**src/rtl/lc3_control_fsm_pkg.sv**
```systemverilog
// Shared types and encodings for the LC-3 multicycle control unit.
// Holds the state enum, opcode constants, mux select encodings and the control word.
package lc3_control_fsm_pkg;

  typedef enum logic [3:0] {
    S_FETCH0  = 4'd0,
    S_FETCH1  = 4'd1,
    S_FETCH2  = 4'd2,
    S_DECODE  = 4'd3,
    S_ALU     = 4'd4,
    S_BR_CHK  = 4'd5,
    S_BR_TAKE = 4'd6,
    S_JMP     = 4'd7,
    S_ADDR    = 4'd8,
    S_RD      = 4'd9,
    S_WB      = 4'd10,
    S_ST_DATA = 4'd11,
    S_WR      = 4'd12,
    S_HALTED  = 4'd13
  } ctrl_state_t;

  localparam logic [3:0] OP_BR  = 4'b0000;
  localparam logic [3:0] OP_ADD = 4'b0001;
  localparam logic [3:0] OP_LD  = 4'b0010;
  localparam logic [3:0] OP_ST  = 4'b0011;
  localparam logic [3:0] OP_AND = 4'b0101;
  localparam logic [3:0] OP_LDR = 4'b0110;
  localparam logic [3:0] OP_STR = 4'b0111;
  localparam logic [3:0] OP_NOT = 4'b1001;
  localparam logic [3:0] OP_JMP = 4'b1100;

  localparam logic [1:0] PCMUX_PC1   = 2'b00;
  localparam logic [1:0] PCMUX_BUS   = 2'b01;
  localparam logic [1:0] PCMUX_ADDER = 2'b10;

  localparam logic       ADDR1_PC    = 1'b0;
  localparam logic       ADDR1_BASER = 1'b1;

  localparam logic [1:0] ADDR2_ZERO   = 2'b00;
  localparam logic [1:0] ADDR2_OFF6   = 2'b01;
  localparam logic [1:0] ADDR2_PCOFF9 = 2'b10;

  typedef struct packed {
    logic       ld_mar;
    logic       ld_mdr;
    logic       ld_ir;
    logic       ld_pc;
    logic       ld_reg;
    logic       ld_cc;
    logic       ld_ben;
    logic       gate_pc;
    logic       gate_mdr;
    logic       gate_alu;
    logic       gate_marmux;
    logic       mem_en;
    logic       mem_we;
    logic [1:0] pcmux;
    logic       addr1mux;
    logic [1:0] addr2mux;
    logic       mio_en;
    logic       halt;
  } ctrl_t;

  function automatic logic is_store(input logic [3:0] opcode);
    return (opcode == OP_ST) || (opcode == OP_STR);
  endfunction

  function automatic logic is_base_rel(input logic [3:0] opcode);
    return (opcode == OP_LDR) || (opcode == OP_STR);
  endfunction

endpackage

```
**src/rtl/lc3_ctrl_decode.sv**
```systemverilog
// Moore output decode: maps the current state and instruction register to
// the datapath control word. Purely combinational.
module lc3_ctrl_decode
  import lc3_control_fsm_pkg::*;
(
  input  ctrl_state_t state,
  input  logic [15:0] ir,
  output ctrl_t       ctrl
);

  logic [3:0] opcode;
  logic       unused_ir_bits;

  assign opcode         = ir[15:12];
  assign unused_ir_bits = ^ir[11:0];

  always_comb begin
    // NOTE: zero the whole word first so every path assigns every field; no latches.
    ctrl = '0;
    unique case (state)
      S_FETCH0: begin
        ctrl.gate_pc = 1'b1;
        ctrl.ld_mar  = 1'b1;
        ctrl.ld_pc   = 1'b1;
        ctrl.pcmux   = PCMUX_PC1;
      end
      S_FETCH1, S_RD: begin
        ctrl.mem_en = 1'b1;
        ctrl.mio_en = 1'b1;
        ctrl.ld_mdr = 1'b1;
      end
      S_FETCH2: begin
        ctrl.gate_mdr = 1'b1;
        ctrl.ld_ir    = 1'b1;
      end
      S_DECODE: ctrl.ld_ben = 1'b1;
      S_ALU, S_WB: begin
        ctrl.gate_alu = (state == S_ALU);
        ctrl.gate_mdr = (state == S_WB);
        ctrl.ld_reg   = 1'b1;
        ctrl.ld_cc    = 1'b1;
      end
      S_BR_TAKE: begin
        ctrl.ld_pc    = 1'b1;
        ctrl.pcmux    = PCMUX_ADDER;
        ctrl.addr1mux = ADDR1_PC;
        ctrl.addr2mux = ADDR2_PCOFF9;
      end
      S_JMP: begin
        ctrl.ld_pc    = 1'b1;
        ctrl.pcmux    = PCMUX_ADDER;
        ctrl.addr1mux = ADDR1_BASER;
        ctrl.addr2mux = ADDR2_ZERO;
      end
      S_ADDR: begin
        ctrl.gate_marmux = 1'b1;
        ctrl.ld_mar      = 1'b1;
        if (is_base_rel(opcode)) begin
          ctrl.addr1mux = ADDR1_BASER;
          ctrl.addr2mux = ADDR2_OFF6;
        end else begin
          ctrl.addr1mux = ADDR1_PC;
          ctrl.addr2mux = ADDR2_PCOFF9;
        end
      end
      // Store data is the source register passed straight through the ALU.
      S_ST_DATA: begin
        ctrl.gate_alu = 1'b1;
        ctrl.ld_mdr   = 1'b1;
      end
      S_WR: begin
        ctrl.mem_en = 1'b1;
        ctrl.mem_we = 1'b1;
      end
      S_HALTED: ctrl.halt = 1'b1;
      default: ctrl = '0;
    endcase
  end

endmodule

```
**src/rtl/lc3_control_fsm.sv**
```systemverilog
// LC-3 multicycle control unit: state register and next-state logic; the
// control word comes from lc3_ctrl_decode and is forced low while in reset.
module lc3_control_fsm
  import lc3_control_fsm_pkg::*;
(
  input  logic        clk,
  input  logic        rst_n,
  input  logic [15:0] ir,
  input  logic        ben,
  input  logic        mem_r,
  output logic        ld_mar,
  output logic        ld_mdr,
  output logic        ld_ir,
  output logic        ld_pc,
  output logic        ld_reg,
  output logic        ld_cc,
  output logic        ld_ben,
  output logic        gate_pc,
  output logic        gate_mdr,
  output logic        gate_alu,
  output logic        gate_marmux,
  output logic        mem_en,
  output logic        mem_we,
  output logic [1:0]  pcmux,
  output logic        addr1mux,
  output logic [1:0]  addr2mux,
  output logic        mio_en,
  output logic        halt,
  output logic [3:0]  state
);

  ctrl_state_t state_q, state_nx;
  ctrl_t       ctrl_dec, ctrl;
  logic [3:0]  opcode;

  assign opcode = ir[15:12];

  always_ff @(posedge clk or negedge rst_n) begin
    // NOTE: sequential state uses non-blocking assignment only.
    if (!rst_n) state_q <= S_FETCH0;
    else        state_q <= state_nx;
  end

  always_comb begin
    state_nx = state_q;
    unique case (state_q)
      S_FETCH0:  state_nx = S_FETCH1;
      S_FETCH1:  if (mem_r) state_nx = S_FETCH2;
      S_FETCH2:  state_nx = S_DECODE;
      S_DECODE: begin
        unique case (opcode)
          OP_ADD, OP_AND, OP_NOT:        state_nx = S_ALU;
          OP_BR:                         state_nx = S_BR_CHK;
          OP_JMP:                        state_nx = S_JMP;
          OP_LD, OP_LDR, OP_ST, OP_STR:  state_nx = S_ADDR;
          default:                       state_nx = S_HALTED;
        endcase
      end
      S_ALU:     state_nx = S_FETCH0;
      // BEN was loaded in DECODE, so it is valid here.
      S_BR_CHK:  state_nx = ben ? S_BR_TAKE : S_FETCH0;
      S_BR_TAKE: state_nx = S_FETCH0;
      S_JMP:     state_nx = S_FETCH0;
      S_ADDR:    state_nx = is_store(opcode) ? S_ST_DATA : S_RD;
      S_RD:      if (mem_r) state_nx = S_WB;
      S_WB:      state_nx = S_FETCH0;
      S_ST_DATA: state_nx = S_WR;
      S_WR:      if (mem_r) state_nx = S_FETCH0;
      S_HALTED:  state_nx = S_HALTED;
      default:   state_nx = S_FETCH0;
    endcase
  end

  lc3_ctrl_decode u_decode (
    .state (state_q),
    .ir    (ir),
    .ctrl  (ctrl_dec)
  );

  // Reset sits in FETCH0, whose decode would assert loads; mask them until release.
  assign ctrl = rst_n ? ctrl_dec : '0;

  assign ld_mar      = ctrl.ld_mar;
  assign ld_mdr      = ctrl.ld_mdr;
  assign ld_ir       = ctrl.ld_ir;
  assign ld_pc       = ctrl.ld_pc;
  assign ld_reg      = ctrl.ld_reg;
  assign ld_cc       = ctrl.ld_cc;
  assign ld_ben      = ctrl.ld_ben;
  assign gate_pc     = ctrl.gate_pc;
  assign gate_mdr    = ctrl.gate_mdr;
  assign gate_alu    = ctrl.gate_alu;
  assign gate_marmux = ctrl.gate_marmux;
  assign mem_en      = ctrl.mem_en;
  assign mem_we      = ctrl.mem_we;
  assign pcmux       = ctrl.pcmux;
  assign addr1mux    = ctrl.addr1mux;
  assign addr2mux    = ctrl.addr2mux;
  assign mio_en      = ctrl.mio_en;
  assign halt        = ctrl.halt;
  assign state       = state_q;

endmodule

```
**config.mk**
```make
export PLATFORM = sky130hd
export DESIGN_NAME = lc3_control_fsm
export DESIGN_NICKNAME = d
export VERILOG_FILES = /design/src/rtl/lc3_control_fsm_pkg.sv /design/src/rtl/lc3_ctrl_decode.sv /design/src/rtl/lc3_control_fsm.sv
export SDC_FILE = /design/constraint.sdc
export NUM_CORES = 1
export LEC_CHECK = 0
export CAP_MARGIN = 10
export CORE_AREA = 2 2 39 41
export CTS_CLUSTER_SIZE = 8
export DETAILED_ROUTE_END_ITERATION = 12
export DIE_AREA = 0 0 41 43
export DONT_BUFFER_PORTS = 1
export MAX_ROUTING_LAYER = met4
export PLACE_DENSITY = 0.66
export SLEW_MARGIN = 25
export SYNTH_ARGS = -nofsm -noshare
export SYNTH_HDL_FRONTEND = slang
export SYNTH_SLANG_ARGS = --single-unit
```
**constraint.sdc**
```tcl
create_clock -name clk -period 1.88 [get_ports clk]
set_clock_uncertainty 0.15 [all_clocks]
set_input_delay 0.188 -clock clk [delete_from_list [all_inputs] [get_ports clk]]
set_output_delay 0.188 -clock clk [all_outputs]
set_load 0.05 [all_outputs]
```
=== Yosys cells after proc, flatten, opt, wreduce, memory -nomap -nowiden ===
Memory sizes are Yosys's and may differ from the RTL's.
Cells that the tools add are included.

* Eq/ne operators: 19
* Mux-type cells: 24
* Reductions and logical operators: 11

{| class="wikitable"
|+ Operator list
! kind !! number
|-
| $pmux 4 s10 || 1
|-
| $eq 4x3->1 const B || 6
|-
| $eq 4x4->1 const B || 6
|-
| $mux 20 || 1
|-
| $eq 4x2->1 const B || 3
|-
| $mux 4 || 3
|-
| $mux 1 || 11
|-
| $pmux 3 s3 || 1
|-
| $reduce_or 3->1 || 3
|-
| $reduce_or 2->1 || 4
|-
| $mux 2 || 3
|-
| $mux 3 || 2
|-
| $ne 2x2->1 const B || 3
|-
| $eq 4x1->1 const B || 1
|-
| $logic_not 4->1 || 1
|-
| $pmux 1 s2 || 2
|-
| $reduce_and 3->1 || 1
|-
| $logic_or 1x1->1 || 2
|}

* Register bits after elaboration: 4
* ROM bits: 64
* Input bits: 20
* Memories: 1

{| class="wikitable"
|+ Memory list
! memory !! depth !! bits a word !! read ports !! clocked after memory_dff !! wr ports !! RTL line !! RTL
|-
| (no name shown) || 16 || 4 || 1 || 0 || 0 || lc3_control_fsm.sv:51 || <nowiki>unique case (opcode)</nowiki>
|}

=== Depth between registers and ports, before layout ===
* Depth after elaboration: 5
* Depth in mapped cells: 5
* Mapped depth without buffers: 4

=== Modules after synthesis ===
Synthesis repeated with hierarchy kept, for this count alone.

* Cell total of the unflattened synthesis: 107
* Area, all modules: 720.7 um^2

{| class="wikitable"
|+ Modules (own cells, without submodules)
! module !! instances !! cells an instance !! area each (um^2) !! seq. area each (um^2)
|-
| lc3_control_fsm || 1 || 68 || 484.2 || 100.1
|-
| lc3_ctrl_decode || 1 || 39 || 236.5 || 0.0
|}

=== Worst setup path after synthesis ===
Ideal clock, no wire load.

* Path kind: flip-flop to output port
* From: register state_q[0] (netlist: state[0])
* To: output ld_pc
* Data arrival time: 2.535 ns
* Data required time: 1.542 ns
* Path slack: -0.993 ns
* Stages on the path, launching flop included: 5
* Cells stage by stage: dfrtp_1 -> nor2_1 -> nand2_1 -> nor3_1 -> or2_1

* Word-level cells in the longest chain between the ends: 4

{| class="wikitable"
|+ Ends and longest elaborated chain
! what !! RTL line !! RTL
|-
| start, declared || lc3_control_fsm.sv:32 || <nowiki>ctrl_state_t state_q, state_nx;</nowiki>
|-
| start signal, assigned || lc3_control_fsm.sv:41 || <nowiki>else state_q <= state_nx;</nowiki>
|-
| $eq 4x3->1 / $logic_not 4->1 (equally long branches) || lc3_ctrl_decode.sv:20 || <nowiki>unique case (state)</nowiki>
|-
| $reduce_or 3->1 (no line) * || n/a ||
|-
| $mux 1 * || lc3_ctrl_decode.sv:20 ||
|-
| $mux 20 * || lc3_control_fsm.sv:81 || <nowiki>assign ctrl = rst_n ? ctrl_dec : '0;</nowiki>
|-
| end, declared || lc3_control_fsm.sv:14 || <nowiki>output logic ld_pc,</nowiki>
|}

Every way passes the cells marked *; elsewhere a longest branch is shown, timed or not.

=== Worst setup path after layout ===
* From: register state_q[3] (netlist: state[3])
* To: output ld_ir

* Word-level cells in the longest chain between the ends: 3

{| class="wikitable"
|+ Ends and longest elaborated chain
! what !! RTL line !! RTL
|-
| $eq 4x2->1 || lc3_ctrl_decode.sv:20 ||
|-
| $mux 1 || lc3_ctrl_decode.sv:20 ||
|-
| $mux 20 || lc3_control_fsm.sv:81 ||
|-
| end, declared || lc3_control_fsm.sv:13 || <nowiki>output logic ld_ir,</nowiki>
|}

Every way passes these cells.

==> run summary <==
======================================================================================================
Core Box Area ...........................................................................   1380 sq um
Insertion delay of the later-clocked pin in the worst-skew pair .........................      0.25 ns
P_sw ....................................................................................    0.00107 W
Endpoint type of the worst setup path ................................................... primary output
Pin count of the biggest net entering global routing ....................................           17
Area occupied by registers ..............................................................    105 sq um
Worst Path Class, Setup .................................................................   reg -> out
Detailed-route vias per instance ........................................................         5.66
Kind of start point of the critical path ................................................    flip-flop
Proportion of synthesized chip area in sequential cells .................................        16.7%
Number of flip-flops in the largest register ............................................            4
Max Cap Violations ......................................................................            0
Ratio of cells with drive above 1 in the final layout ...................................        56.5%
Count of different cell masters after synthesis .........................................           37
Maximum vdd drop ........................................................................      1.33 mV
Area after DPL ..........................................................................    932 sq um
Number of flip-flops and latches in the synthesized netlist .............................            4
Most common cell after layout, fill and taps aside ......................................        buf_4
Average instance area after synthesis ...................................................   7.12 sq um
Initial antenna violation count .........................................................            0
Overall Power ...........................................................................    0.00191 W
Number of clock sinks seen by CTS .......................................................            4
Clock transition at the register clock pins on the worst setup and hold paths after CTS .      0.04 ns
Final count of hold timing violations ...................................................            0
Data required time at the worst endpoint ................................................      1.54 ns
Sequential share of power ...............................................................        13.3%
Initial DRT Pass Iterations .............................................................            4
Min-delay worst type ....................................................................    in -> reg
Cell Pwr Density ........................................................................ 1780 nW/um^2
Width of the die ........................................................................        41 um
Instance count of the mapped netlist ....................................................           84
Run status .............................................................................. complete, but fails checks
Max Transition Viols Final ..............................................................            0
Final period demand of the worst path ...................................................      1.88 ns
Highest attainable clock frequency ......................................................    0.531 GHz
I/O pin count ...........................................................................           44
Final standard cell area without fillers ................................................   1080 sq um
Y dimension of the die ..................................................................        43 um
Placer congestion estimate ..............................................................        0.757
Starting Density ........................................................................        43.2%
CTS Root Cell ...........................................................................     clkbuf_4
Input/output buffers ....................................................................            0
Filler Cell Count .......................................................................          105
Maximum number of buffers from clock root to sink .......................................            2
Total die area ..........................................................................   1760 sq um
Switching Fraction ......................................................................        56.1%
Sum of routed wire length over all layers ...............................................      1.98 mm
Nets ....................................................................................          137
Highest-count cells in the layout ignoring fill and taps ................................ buf_4 (25), nor2_1 (9), buf_12 (8), a21oi_1 (7), nand2_1 (5)
Aggregate global routing overflow .......................................................            0
Number of global-route vias before repair ...............................................          669
Crit path setup slack, layout ...........................................................  -0.00423 ns
Lkg Pwr .................................................................................     0.460 nW
Wire length of the first global-routing pass ............................................      3.08 mm
GRT Overall Usage .......................................................................        26.7%
Remaining antenna violation count .......................................................            0
DR iter-0 viols .........................................................................            9
Via count ...............................................................................          742
Count of final setup violators ..........................................................            1
Setup repair after global routing missed its margin .....................................          yes
Final TNS setup .........................................................................  -0.00423 ns
Cell-internal power .....................................................................   0.000839 W
Post-Syn Area ...........................................................................    598 sq um
Std cell rows ...........................................................................           14
Tcrit/Tclk final ........................................................................         100%
Layout Area Growth over Synthesis .......................................................        80.1%
Wire per inst ...........................................................................      15.1 um
Number of buffers created by CTS ........................................................            3
Post-synthesis net count ................................................................          104
Combined area of the multi-input logic cells ............................................    538 sq um
Antenna diode count .....................................................................            0
Depth of the CTS H-tree .................................................................            1
Remaining DRCs ..........................................................................            0
Power share of the combinational group ..................................................        80.8%
Part of the power in the clock network ..................................................         5.9%
Violations in the final reports ......................................................... negative setup slack
Data arrival time at the worst-slack endpoint ...........................................      1.55 ns
Warning count from the yosys run ........................................................            0
Max FO, Critical Path ...................................................................            8
TritonCTS clock tree ....................................................................          yes
Final HPWL DP ...........................................................................      1.33 mm
======================================================================================================
==> path summary, 6_finish.rpt <==
path	startpoint	end	slack, ns	cells past startpoint
hold reg to reg	state[2]	state[0]	0.41	1
max in group asynchronous	rst_n	state[1]	1.31	1
setup reg to reg	state[1]	state[1]	0.32	5
min in group asynchronous	rst_n	state[0]	0.07	1
hold / removal	ir[13]	state[1]	0.06	2
setup / recovery	state[3]	ld_ir	-0.004	3
==> per-layer routing <==
metal / global-route usage [%] / wire length (um) / vias to the layer above
li1: - / - / 361
met1: 29.8 / 801 / 343
met2: 42.5 / 1010 / 31
met3: 4.71 / 113 / 7
met4: 14.7 / 51 / 0
met5: - / 0 / -
==> critical path: stages, from the launching register on <==
cell     delay (ns)
dfrtp_2        0.49
or3_4          0.42
nor3b_4        0.23
buf_12         0.16
==> power groups by stage <==
stage                     combinational, W  sequential [W]  clock [W]
after floorplan                   0.000967        0.000317          0
after global placement             0.00129        0.000278          0
after detailed placement           0.00132        0.000280          0
after CTS                          0.00144        0.000254   0.000114
after global routing               0.00163        0.000264   0.000119
final                              0.00154        0.000255   0.000113
==> per-stage QoR <==
step	worst slack, ns	hold slack, ns	cells	utilization, %
2_1_floorplan	-0.0794	-0.258	84	-
3_3_place_gp	0.193	-0.257	115	67.4
3_5_place_dp	0.174	-0.257	115	67.4
4_1_cts	-0.0103	0.0563	127	74.7
5_1_grt	-0.0370	0.0674	131	77.8
6_report	-0.00423	0.0576	131	77.8
==> cells in the mapped netlist <==
master	instances	area [sq um]
nand3b_1	2	15.0
o22ai_1	1	6.26
or3_4	1	11.3
nor3_2	1	10.0
inv_1	3	11.3
mux2_2	1	11.3
nor4_1	3	18.8
o311a_1	1	10.0
a31o_1	1	8.76
nand2_4	1	11.3
buf_2	2	10.0
nand2_1	6	22.5
or2_1	1	6.26
buf_6	3	33.8
a21oi_1	8	40.0
a21o_1	1	7.51
nand2b_1	2	12.5
nor3_1	5	25.0
nor2_1	13	48.8
nor3b_1	3	22.5
nand2b_4	1	13.8
a21boi_0	1	7.51
and2_1	1	6.26
buf_4	2	15.0
o211ai_1	1	7.51
o21ai_0	3	15.0
dfrtp_1	4	100
o41ai_1	1	8.76
a22oi_1	1	7.51
nor3b_2	1	12.5
clkbuf_1	1	3.75
nor2b_1	2	12.5
conb_1	1	3.75
xor2_1	1	8.76
and3_1	1	6.26
nand4b_1	2	17.5
o22a_1	1	8.76
==> cell families (layout without fill, tap and decap cells) <==
kind of cell / count (synthesis) / after routing / synth area share [%]
compound gates: 20 / 20 / 21.3
simple gates: 46 / 46 / 45.6
mux: 1 / 1 / 1.88
other cells: 1 / 1 / 0.627
buf+inv: 11 / 42 / 12.3
xor+xnor: 1 / 1 / 1.46
flops: 4 / 4 / 16.7
==> cell type report <==
| cell class | count | area share [%] |
|---|---|---|
| Timing Repair Buffer | 36 | 35.1 |
| Sequential cell | 4 | 9.76 |
| Multi-Input combinational cell | 69 | 49.9 |
| Clock buffer | 3 | 2.09 |
| Inverter | 3 | 1.28 |
| Tap cell | 16 | 1.86 |
==> what timing repair did <==
item	CTS	global route
endpoints found under the setup margin	4	10
endpoints found under the hold margin	6	0
resized for setup	3	4
pin swaps	1	0
hold buffers	3	0
buffers inserted	6	4
Note: power is estimated with default switching activity, not from simulation.
